**config.mk**
```make
export PLATFORM = sky130hd
export DESIGN_NAME = branch_ctrl
export DESIGN_NICKNAME = d
export VERILOG_FILES = /design/src/rtl/proc_pkg.sv /design/src/rtl/target_lut.sv /design/src/rtl/branch_ctrl.sv
export SDC_FILE = /design/constraint.sdc
export NUM_CORES = 1
export LEC_CHECK = 0
export ABC_AREA = 0
export CAP_MARGIN = 10
export CORE_ASPECT_RATIO = 1.1
export CORE_MARGIN = 2
export CORE_UTILIZATION = 57
export CTS_BUF_LIST = sky130_fd_sc_hd__clkbuf_8
export CTS_CLUSTER_SIZE = 24
export DETAILED_ROUTE_END_ITERATION = 12
export PLACE_DENSITY = 0.92
export SLEW_MARGIN = 20
export SYNTH_ARGS = -nofsm -noshare
export SYNTH_HDL_FRONTEND = slang
export SYNTH_SLANG_ARGS = --single-unit
```
**constraint.sdc**
```tcl
create_clock -name CLK -period 2.8 [get_ports CLK]
set_input_delay 0.28 -clock CLK [delete_from_list [all_inputs] [get_ports CLK]]
set_output_delay 0.28 -clock CLK [all_outputs]
set_load 0.01 [all_outputs]
```
**src/rtl/proc_pkg.sv**
```systemverilog
// Shared control-flow types and instruction encodings for the fetch/branch pair.
// Pure declarations: no logic, no latency, no flow control.
package proc_pkg;

  localparam int PC_W    = 10;
  localparam int INSTR_W = 9;

  localparam logic [3:0]         OP_BRF     = 4'b1110;
  localparam logic [3:0]         OP_JMP     = 4'b1111;
  localparam logic [INSTR_W-1:0] INSTR_HALT = 9'h1FF;

  typedef enum logic [1:0] {
    IDLE     = 2'd0,
    RUN      = 2'd1,
    REDIRECT = 2'd2,
    DONE     = 2'd3
  } prog_state_t;

endpackage

```
**src/rtl/target_lut.sv**
```systemverilog
// Jump-target register file: one sync write port, one async read port, cleared on reset.
// Read is combinational and sees the pre-write value of a same-cycle write; no backpressure.
module target_lut #(
  parameter int DEPTH = 8,
  parameter int IDX_W = 3,
  parameter int DAT_W = 10
) (
  input  logic             CLK,
  input  logic             Init_n,
  input  logic             we,
  input  logic [IDX_W-1:0] waddr,
  input  logic [DAT_W-1:0] wdata,
  input  logic [IDX_W-1:0] raddr,
  output logic [DAT_W-1:0] rdata
);

  logic [DAT_W-1:0] mem [DEPTH];

  always_ff @(posedge CLK or negedge Init_n) begin
    if (!Init_n) begin
      for (int i = 0; i < DEPTH; i++) mem[i] <= '0;
    end else if (we) begin
      mem[waddr] <= wdata;
    end
  end

  assign rdata = mem[raddr];

endmodule

```
**src/rtl/branch_ctrl.sv**
```systemverilog
// Branch controller: decodes the current instruction, keeps the compare flag, issues registered redirects.
// Redirect appears one cycle after the taken op and squashes the in-flight instruction; no backpressure.
module branch_ctrl #(
  parameter int PC_W      = 10,
  parameter int INSTR_W   = 9,
  parameter int LUT_DEPTH = 8,
  parameter int LUT_IDX_W = 3,
  parameter int DATA_W    = 8
) (
  input  logic                 CLK,
  input  logic                 Init_n,
  input  logic                 Start,
  input  logic [INSTR_W-1:0]   Instr,
  input  logic                 Instr_valid,
  input  logic                 Cmp_en,
  input  logic [DATA_W-1:0]    Cmp_a,
  input  logic [DATA_W-1:0]    Cmp_b,
  input  logic                 Halt_in,
  input  logic                 Lut_we,
  input  logic [LUT_IDX_W-1:0] Lut_waddr,
  input  logic [PC_W-1:0]      Lut_wdata,
  output logic                 Branch_en,
  output logic                 FLAG_OUT,
  output logic [PC_W-1:0]      Target,
  output logic [1:0]           ProgState,
  output logic                 Squash,
  output logic                 Done,
  output logic [15:0]          Branch_cnt
);

  import proc_pkg::*;

  prog_state_t     state_q, state_d;
  logic            flag_q;
  logic [15:0]     cnt_q;
  logic [PC_W-1:0] target_q, lut_rdata;
  logic [3:0]      opcode;
  logic            dec_ok, is_halt, is_jmp, is_brf, take, redirect;

  target_lut #(.DEPTH(LUT_DEPTH), .IDX_W(LUT_IDX_W), .DAT_W(PC_W)) u_lut (
    .CLK    (CLK),
    .Init_n (Init_n),
    .we     (Lut_we),
    .waddr  (Lut_waddr),
    .wdata  (Lut_wdata),
    .raddr  (Instr[LUT_IDX_W-1:0]),
    .rdata  (lut_rdata)
  );

  // Decode is only meaningful in RUN; during REDIRECT the instruction is the squashed one.
  assign opcode   = Instr[INSTR_W-1 -: 4];
  assign dec_ok   = Instr_valid && (state_q == RUN);
  assign is_halt  = dec_ok && (Instr == INSTR_HALT);
  assign is_jmp   = dec_ok && (opcode == OP_JMP) && !is_halt;
  assign is_brf   = dec_ok && (opcode == OP_BRF);
  assign take     = is_jmp || (is_brf && flag_q);
  assign redirect = (state_q == RUN) && (state_d == REDIRECT);

  always_ff @(posedge CLK or negedge Init_n) begin
    if (!Init_n) state_q <= IDLE;
    else         state_q <= state_d;
  end

  always_comb begin
    state_d = state_q;
    case (state_q)
      IDLE:     if (Start) state_d = RUN;
      RUN: begin
        if (is_halt || Halt_in) state_d = DONE;
        else if (take)          state_d = REDIRECT;
      end
      REDIRECT: state_d = Halt_in ? DONE : RUN;
      DONE:     if (Start) state_d = RUN;
      default:  state_d = IDLE;
    endcase
  end

  always_comb begin
    Branch_en = 1'b0;
    FLAG_OUT  = 1'b0;
    Squash    = 1'b0;
    Done      = 1'b0;
    case (state_q)
      REDIRECT: begin
        Branch_en = 1'b1;
        FLAG_OUT  = 1'b1;
        Squash    = 1'b1;
      end
      DONE: begin
        Squash = 1'b1;
        Done   = 1'b1;
      end
      default: ;
    endcase
  end

  always_ff @(posedge CLK or negedge Init_n) begin
    if (!Init_n) begin
      flag_q   <= 1'b0;
      cnt_q    <= '0;
      target_q <= '0;
    end else begin
      case (state_q)
        IDLE, DONE: begin
          if (Start) begin
            flag_q <= 1'b0;
            cnt_q  <= '0;
          end
        end
        RUN: begin
          if (Cmp_en) flag_q <= (Cmp_a == Cmp_b);
          if (redirect) begin
            target_q <= lut_rdata;
            if (cnt_q != 16'hFFFF) cnt_q <= cnt_q + 16'd1;
          end
        end
        default: ;
      endcase
    end
  end

  assign Target     = target_q;
  assign ProgState  = state_q;
  assign Branch_cnt = cnt_q;

endmodule

```
==> results.cfg, run 1 <==
[run_status]
outcome = finished clean

[die]
start_util_pct = 57.7
core_area_um2 = 9260
dieWidth_um = 96.3
io_pins = 77
rows = 37
die_height_um = 106
die_area_um2 = 10200

[timing]
fin_skew_ns = 0.0104
setup_viol = 0
hold_viol = 0
finalWorstSetupSlack_ns = 0.267
max_slew_margin_pct = 52.9
rsz0062_at_grt = false
final.min_clock_period_ns = 2.53
worstMarginPinSlew_ns = 0.707
final_max_slew_viol_count = 0
finalSetupTns_ns = 0
max_freq_ghz = 0.395
finalCritPeriodShare_pct = 90.5

[worst_setup_path]
arrival_ns = 2.79
reg2regPathDepth = 8
critPathRequiredTime_ns = 3.06
critPathKind = flip-flop to flip-flop
end_kind = flip-flop
reg2reg_from = ProgState[1]$_DFF_PN0_
startpoint_type = flip-flop
crit_fanout = 19
rrSetupSlack_ns = 0.27
rr_endpoint = Branch_cnt[12]$_DFFE_PN0P_

[synthesis]
syn_inst = 407
synth_seq_cells = 109
synth_edf_count = 0
yosys_warnings = 0
yosys.area.top_type = dfrtp_1
synth.top_cell.area_share_pct = 51.0
async_flop_share_pct = 100
synth_area_per_cell_um2 = 13.1
syn_area_um2 = 5350
post_synth_num_cell_types = 49
synth_common_cells = dfrtp_1 (109), mux2_2 (80), nand2_1 (29)
netlist_top_cells_area = dfrtp_1 (51%), mux2_2 (17%), mux4_2 (8.4%), mux2i_1 (2.2%), nand2_1 (2.0%)
synth_ff_type = dfrtp_1
syn_nets = 457
synth_most_common_cell = dfrtp_1
synth_seq_area_share_pct = 51.0

[global_routing]
grt-ovfl-total = 0
grt_pass1_vias = 3939
grt.total_usage_pct = 25.2
grt_max_degree = 58
grt_antenna_before_repair = 0
grt_pass1_wl_mm = 19.6

[clock_network]
ctsRootBufferMaster = clkbuf_8
ctsHoldBuffers = 1
clock_latency_ns = 0.36
clk_path_buf_depth = 2
clock_sinks = 109
cts_tree = yes
cts_resized = 0
cts_buffers = 9
cts_setup_buffers = 0
clkSlewWorstSetupHoldPaths_ns = 0.10
cts_max_level = 3

[placement]
io_buffer_count = 76
dp_slack_ns = 0.213
placed_cells = 599
dpl_cell_area_um2 = 6290
gp_congestion = 0.845
dp_hpwl_mm = 8.43

[job]
drv_cap = 0

[hold_path]
whs_path_depth = 2
min-delay-start = Target[0]$_DFFE_PN0P_
hold_end = Target[0]$_DFFE_PN0P_
hp-class = flip-flop to flip-flop

[pwr]
p_leak_nw = 2.71
ir_drop_uv = 408
power.density_nw_per_um2 = 720

[routing]
wl_per_cell_um = 19.5
drc = 0
dr.first_iter.drc_count = 173
num_vias = 3756
first_pass_iters = 4
viasPerCell = 6.10
antenna_left = 0
wl_mm = 12.0

[final_layout]
drive_gt1_share_pct = 28.3
stdcell_count = 616
finalNetCount = 544
synthToLayoutAreaGrowth_pct = 21.3
final_area_um2 = 6480
fillerInstances = 657
antennaDiodeCount = 0
utilization_pct = 70.0
==> cells by family (layout without fill, tap and decap cells) <==
| logic type | count (synthesis) | after routing | synth area share [%] |
|---|---|---|---|
| multiplexers | 112 | 112 | 27.5 |
| adder cells (fa/ha/maj) | 5 | 5 | 1.17 |
| flip-flops | 109 | 109 | 51.0 |
| XOR/XNOR | 8 | 8 | 1.31 |
| buffers and inverters | 28 | 120 | 2.43 |
| AND/OR/NAND/NOR | 93 | 93 | 9.69 |
| AO/OA/AOI/OAI | 52 | 52 | 6.86 |
==> report_power, final <==
part / switching (mW) / total, mW / leakage [nW] / internal [mW]
Clock: 0.555 / 0.895 / 0.0992 / 0.341
Combinational: 0.841 / 1.66 / 1.26 / 0.815
Sequential: 0.208 / 2.12 / 1.35 / 1.91
Total: 1.60 / 4.67 / 2.71 / 3.07
==> layout make-up <==
cell class | instances | area, um^2 | share of cell area [%]
Multi-Input combinational cell | 270 | 2490 | 38.4
Tap cell | 117 | 146 | 2.26
Sequential cell | 109 | 2730 | 42.1
Clock buffer | 9 | 124 | 1.91
Clock inverter | 7 | 57.6 | 0.888
Timing Repair Buffer | 96 | 911 | 14.0
Inverter | 8 | 30.0 | 0.463
==> metrics by stage <==
stage               hold WS [ns]  power, mW
floorplan                -0.0156       3.20
global placement           0.356       3.69
detailed placement         0.376       3.80
CTS                        0.506       4.69
global route               0.524       4.95
finish                     0.504       4.67
==> state kept, by name, summed over array words and instances, names as in the netlist <==
name and count:
u_lut.mem 80, Branch_cnt 16, Target 10, ProgState 2, flag_q 1
==> worst max-delay path, cell delays in order (launching register included) <==
cell,delay (ns)
dfrtp_1,0.44
inv_1,0.12
ha_1,0.20
nand3_1,0.10
o21ai_0,0.20
a32o_1,0.44
nand3_4,0.26
or2_2,0.41
o311ai_1,0.26
==> cell usage in the layout, fill, tap and decap left out, types with 2 or more instances in the layout <==
| cell | n |
|---|---|
| dfrtp_1 | 109 |
| mux2_2 | 80 |
| clkdlybuf4s50_1 | 75 |
| nand2_1 | 29 |
| mux4_2 | 20 |
| buf_4 | 20 |
| o21ai_0 | 19 |
| nand3_1 | 12 |
| mux2i_1 | 12 |
| inv_1 | 9 |
| clkbuf_8 | 9 |
| xor2_1 | 7 |
| nand4_1 | 6 |
| or3_1 | 6 |
| o211ai_1 | 5 |
| nor3_1 | 5 |
| nor2_1 | 5 |
| or4_1 | 5 |
| nand4b_1 | 5 |
| o311ai_0 | 5 |
| ha_1 | 5 |
| o31ai_1 | 4 |
| o21ai_1 | 3 |
| a211o_1 | 3 |
| and3_1 | 3 |
| and2_1 | 3 |
| nand2b_1 | 2 |
| or2_2 | 2 |
| nor3b_1 | 2 |
| nor3_2 | 2 |
| a41oi_1 | 2 |
| nor2b_1 | 2 |
| a21oi_1 | 2 |
| nor4_1 | 2 |
| inv_6 | 2 |
| inv_8 | 2 |
==> worst max path at each step <==
stage	slack [ns]	cells after the start	startpoint	end
after floorplan	0.51	10	ProgState[1]$_DFF_PN0_	Branch_cnt[9]$_DFFE_PN0P_
after global placement	0.32	7	Instr[5]	Branch_cnt[9]$_DFFE_PN0P_
after detailed placement	0.21	7	Instr[8]	Branch_cnt[8]$_DFFE_PN0P_
after CTS	0.27	8	ProgState[1]$_DFF_PN0_	Branch_cnt[12]$_DFFE_PN0P_
after global routing	0.05	8	ProgState[1]$_DFF_PN0_	Branch_cnt[12]$_DFFE_PN0P_
final	0.27	8	ProgState[1]$_DFF_PN0_	Branch_cnt[12]$_DFFE_PN0P_
==> layer usage <==
layer  vias up  GRT usage [%]  share of wire [%]
li1       1706              -                  -
met2       116           43.7                 52
met3        20           3.86                5.0
met4         0           7.65                1.5
met5         -              0                  0
met1      1914           32.7                 41
(Power assumes the default switching activity.)
==> inputs of run 2 (changes only) <==
- PLACE_DENSITY: 0.92 -> 0.91
- SYNTH_HIERARCHICAL: not set -> 1
==> run 2 against run 1 <==
- sequential share of layout area down 1.8 points
- maximum frequency down 3.3%
- die area up 5.6%
- hold slack better by 0.0045 ns
==> results.cfg, run 2 <==
[run_status]
outcome = finished clean

[synthesis]
synth_most_common_cell = dfrtp_1
synth_edf_count = 0
synth_seq_area_share_pct = 48.2
syn_area_um2 = 5660
synth_simple_gate_area_share_pct = 10.2
synthXorXnorAreaFrac_pct = 1.24
synth_mux_area_share_pct = 29.2
synth_seq_cells = 109
synth_fa_ha_area_share_pct = 1.11
post_synth_num_cell_types = 56
synth_common_cells = dfrtp_1 (109), mux2_2 (100), nand2_1 (26)
netlist_top_cells_area = dfrtp_1 (48%), mux2_2 (20%), mux4_1 (9.3%), nand2_1 (1.7%), buf_2 (1.1%)
syn_nets = 474
yosys.area.top_type = dfrtp_1
async_flop_share_pct = 100
synth_top_family_by_area = multiplexers
synth_area_per_cell_um2 = 13.3
yosys_warnings = 6
synth.top_cell.area_share_pct = 48.2
synth-compound-area-share_pct = 6.77
syn_inst = 424
synth_ff_type = dfrtp_1

[clock_network]
clkSlewWorstSetupHoldPaths_ns = 0.11
cts_setup_buffers = 0
clock_latency_ns = 0.36
cts_buffers = 9
cts_tree = yes
cts_max_level = 3
clk_path_buf_depth = 2
clock_sinks = 109
ctsRootBufferMaster = clkbuf_8

[job]
drv_cap = 0

[final_layout]
largest-register = u_lut/mem
largest_reg_flops = 80
antennaDiodeCount = 0
final_cell_mix = dfrtp_1 (109), mux2_2 (100), clkdlybuf4s50_1 (75)
synthToLayoutAreaGrowth_pct = 19.7
finalNetCount = 558
drive_gt1_share_pct = 29.2
utilization_pct = 69.5
final_common_cell = dfrtp_1

[routing]
dr.first_iter.drc_count = 218
drc = 0
wl_per_cell_um = 20.8
num_vias = 4028
first_pass_iters = 4
wl_mm = 13.1
viasPerCell = 6.36
antenna_left = 0

[worst_setup_path]
critPathRequiredTime_ns = 3.05
path_buf_inv = 2
startpoint = ProgState[0]$_DFF_PN0_
cp_cell_sequence = inv_1, ha_1, nand2b_1, o211ai_1, nor2_1, clkinv_1, nand3_4, mux2_2
crit_fanout = 10
critPathKind = flip-flop to flip-flop
reg2reg_from = ProgState[0]$_DFF_PN0_
critical-path-max-stage-delay_ns = 0.49
crit_cells = 8
crit_family = simple AND/OR/NAND/NOR gates
rrSetupSlack_ns = 0.18
reg2regPathDepth = 8
setup.worst_path.end = Target[5]$_DFFE_PN0P_
startpoint_type = flip-flop
rr_endpoint = Target[5]$_DFFE_PN0P_
cp_slowest_cell = dfrtp_1
end_kind = flip-flop
arrival_ns = 2.87

[die]
die_height_um = 109
io_pins = 77
start_util_pct = 58.1
rows = 38
core_area_um2 = 9750
die_area_um2 = 10700
dieWidth_um = 99.0

[pwr]
power.density_nw_per_um2 = 788
ir_drop_uv = 559
p_leak_nw = 2.82
finalPower_mw = 5.34

[placement]
io_buffer_count = 76
dp_slack_ns = 0.241
dp_hpwl_mm = 9.16
gp_congestion = 0.953

[hold_path]
hp-class = primary input to asynchronous set/reset pin

[timing]
fin_skew_ns = 0.0178
setup_viol = 0
finalCritPeriodShare_pct = 93.6
final_max_slew_viol_count = 0
max_freq_ghz = 0.382
hold_viol = 0
worstMarginPinSlew_ns = 0.750
fin_hold_ws_ns = 0.508
max_slew_margin_pct = 50.0
finalWorstSetupSlack_ns = 0.180
finalSetupTns_ns = 0
final.min_clock_period_ns = 2.62
rsz0062_at_grt = false

[global_routing]
grt_max_degree = 59
grt.total_usage_pct = 25.6
grt_antenna_before_repair = 0
grt_pass1_wl_mm = 21.4
grt_pass1_vias = 4218
grt-ovfl-total = 0
## run 2: timing repair
| item | 4_1_cts | 5_1_grt |
|---|---|---|
| hold buffers | 1 | 0 |
| gates resized for setup | 0 | 0 |
| setup endpoints to repair | 0 | 0 |
| hold endpoints to repair | 39 | 0 |
## run 2: worst reg2reg max path, stage by stage, from the launching register on
cell and delay [ns]:
dfrtp_1 0.49, inv_1 0.08, ha_1 0.40, nand2b_1 0.14, o211ai_1 0.14, nor2_1 0.39
clkinv_1 0.23, nand3_4 0.25, mux2_2 0.37
## run 2: worst min path at each step
| stage | from | end | cells after the start |
|---|---|---|---|
| floorplan | Init_n | Branch_cnt[0]$_DFFE_PN0P_ | 0 |
| global placement | Init_n | Branch_cnt[6]$_DFFE_PN0P_ | 1 |
| detailed placement | Init_n | Branch_cnt[6]$_DFFE_PN0P_ | 1 |
| CTS | u_lut/mem[69]$_DFFE_PN0P_ | u_lut/mem[69]$_DFFE_PN0P_ | 1 |
| global route | u_lut/mem[24]$_DFFE_PN0P_ | u_lut/mem[24]$_DFFE_PN0P_ | 1 |
| finish | Init_n | Branch_cnt[6]$_DFFE_PN0P_ | 2 |
## run 2: routing by layer
metal | vias up | part of all wire [%] | GRT usage, %
met5 | - | 0 | 0
li1 | 1807 | - | -
met4 | 0 | 2.3 | 9.98
met3 | 28 | 5.9 | 3.30
met1 | 2043 | 39 | 32.5
met2 | 150 | 53 | 45.0
## run 2: power breakdown
part           total [mW]  internal, mW  leakage, nW  switching (mW)
registers            2.24          1.96         1.34           0.284
clock network       0.920         0.349        0.102           0.571
logic                2.18          1.05         1.38            1.13
## run 2: final cells by class
type                            instances  area [um^2]
Fill cell                             664         2970
Multi-Input combinational cell        284         2750
Sequential cell                       109         2730
Timing Repair Buffer                   96          911
Tap cell                              120          150
Clock buffer                            9          124
Clock inverter                          7         68.8
Inverter                                8         42.5
## run 2: through the flow
step,cells,instance area (um^2)
finish,633,6780
global route,633,6780
CTS,633,6780
detailed placement,616,6570
global placement,616,6570
floorplan,424,5660
## run 2: kinds of logic after synthesis
| group | count (synthesis) |
|---|---|
| buf+inv | 31 |
| flops | 109 |
| fa+ha+maj | 5 |
| compound gates | 50 |
| simple gates | 101 |
| mux | 120 |
| xor+xnor | 8 |
==> inputs of run 3 (changes only) <==
- HOLD_SLACK_MARGIN: not set -> 0.06
- SLEW_MARGIN: 20 -> 5
==> results of run 3 <==
Same layout as run 2: the final DEF is identical, and so are final timing and power.
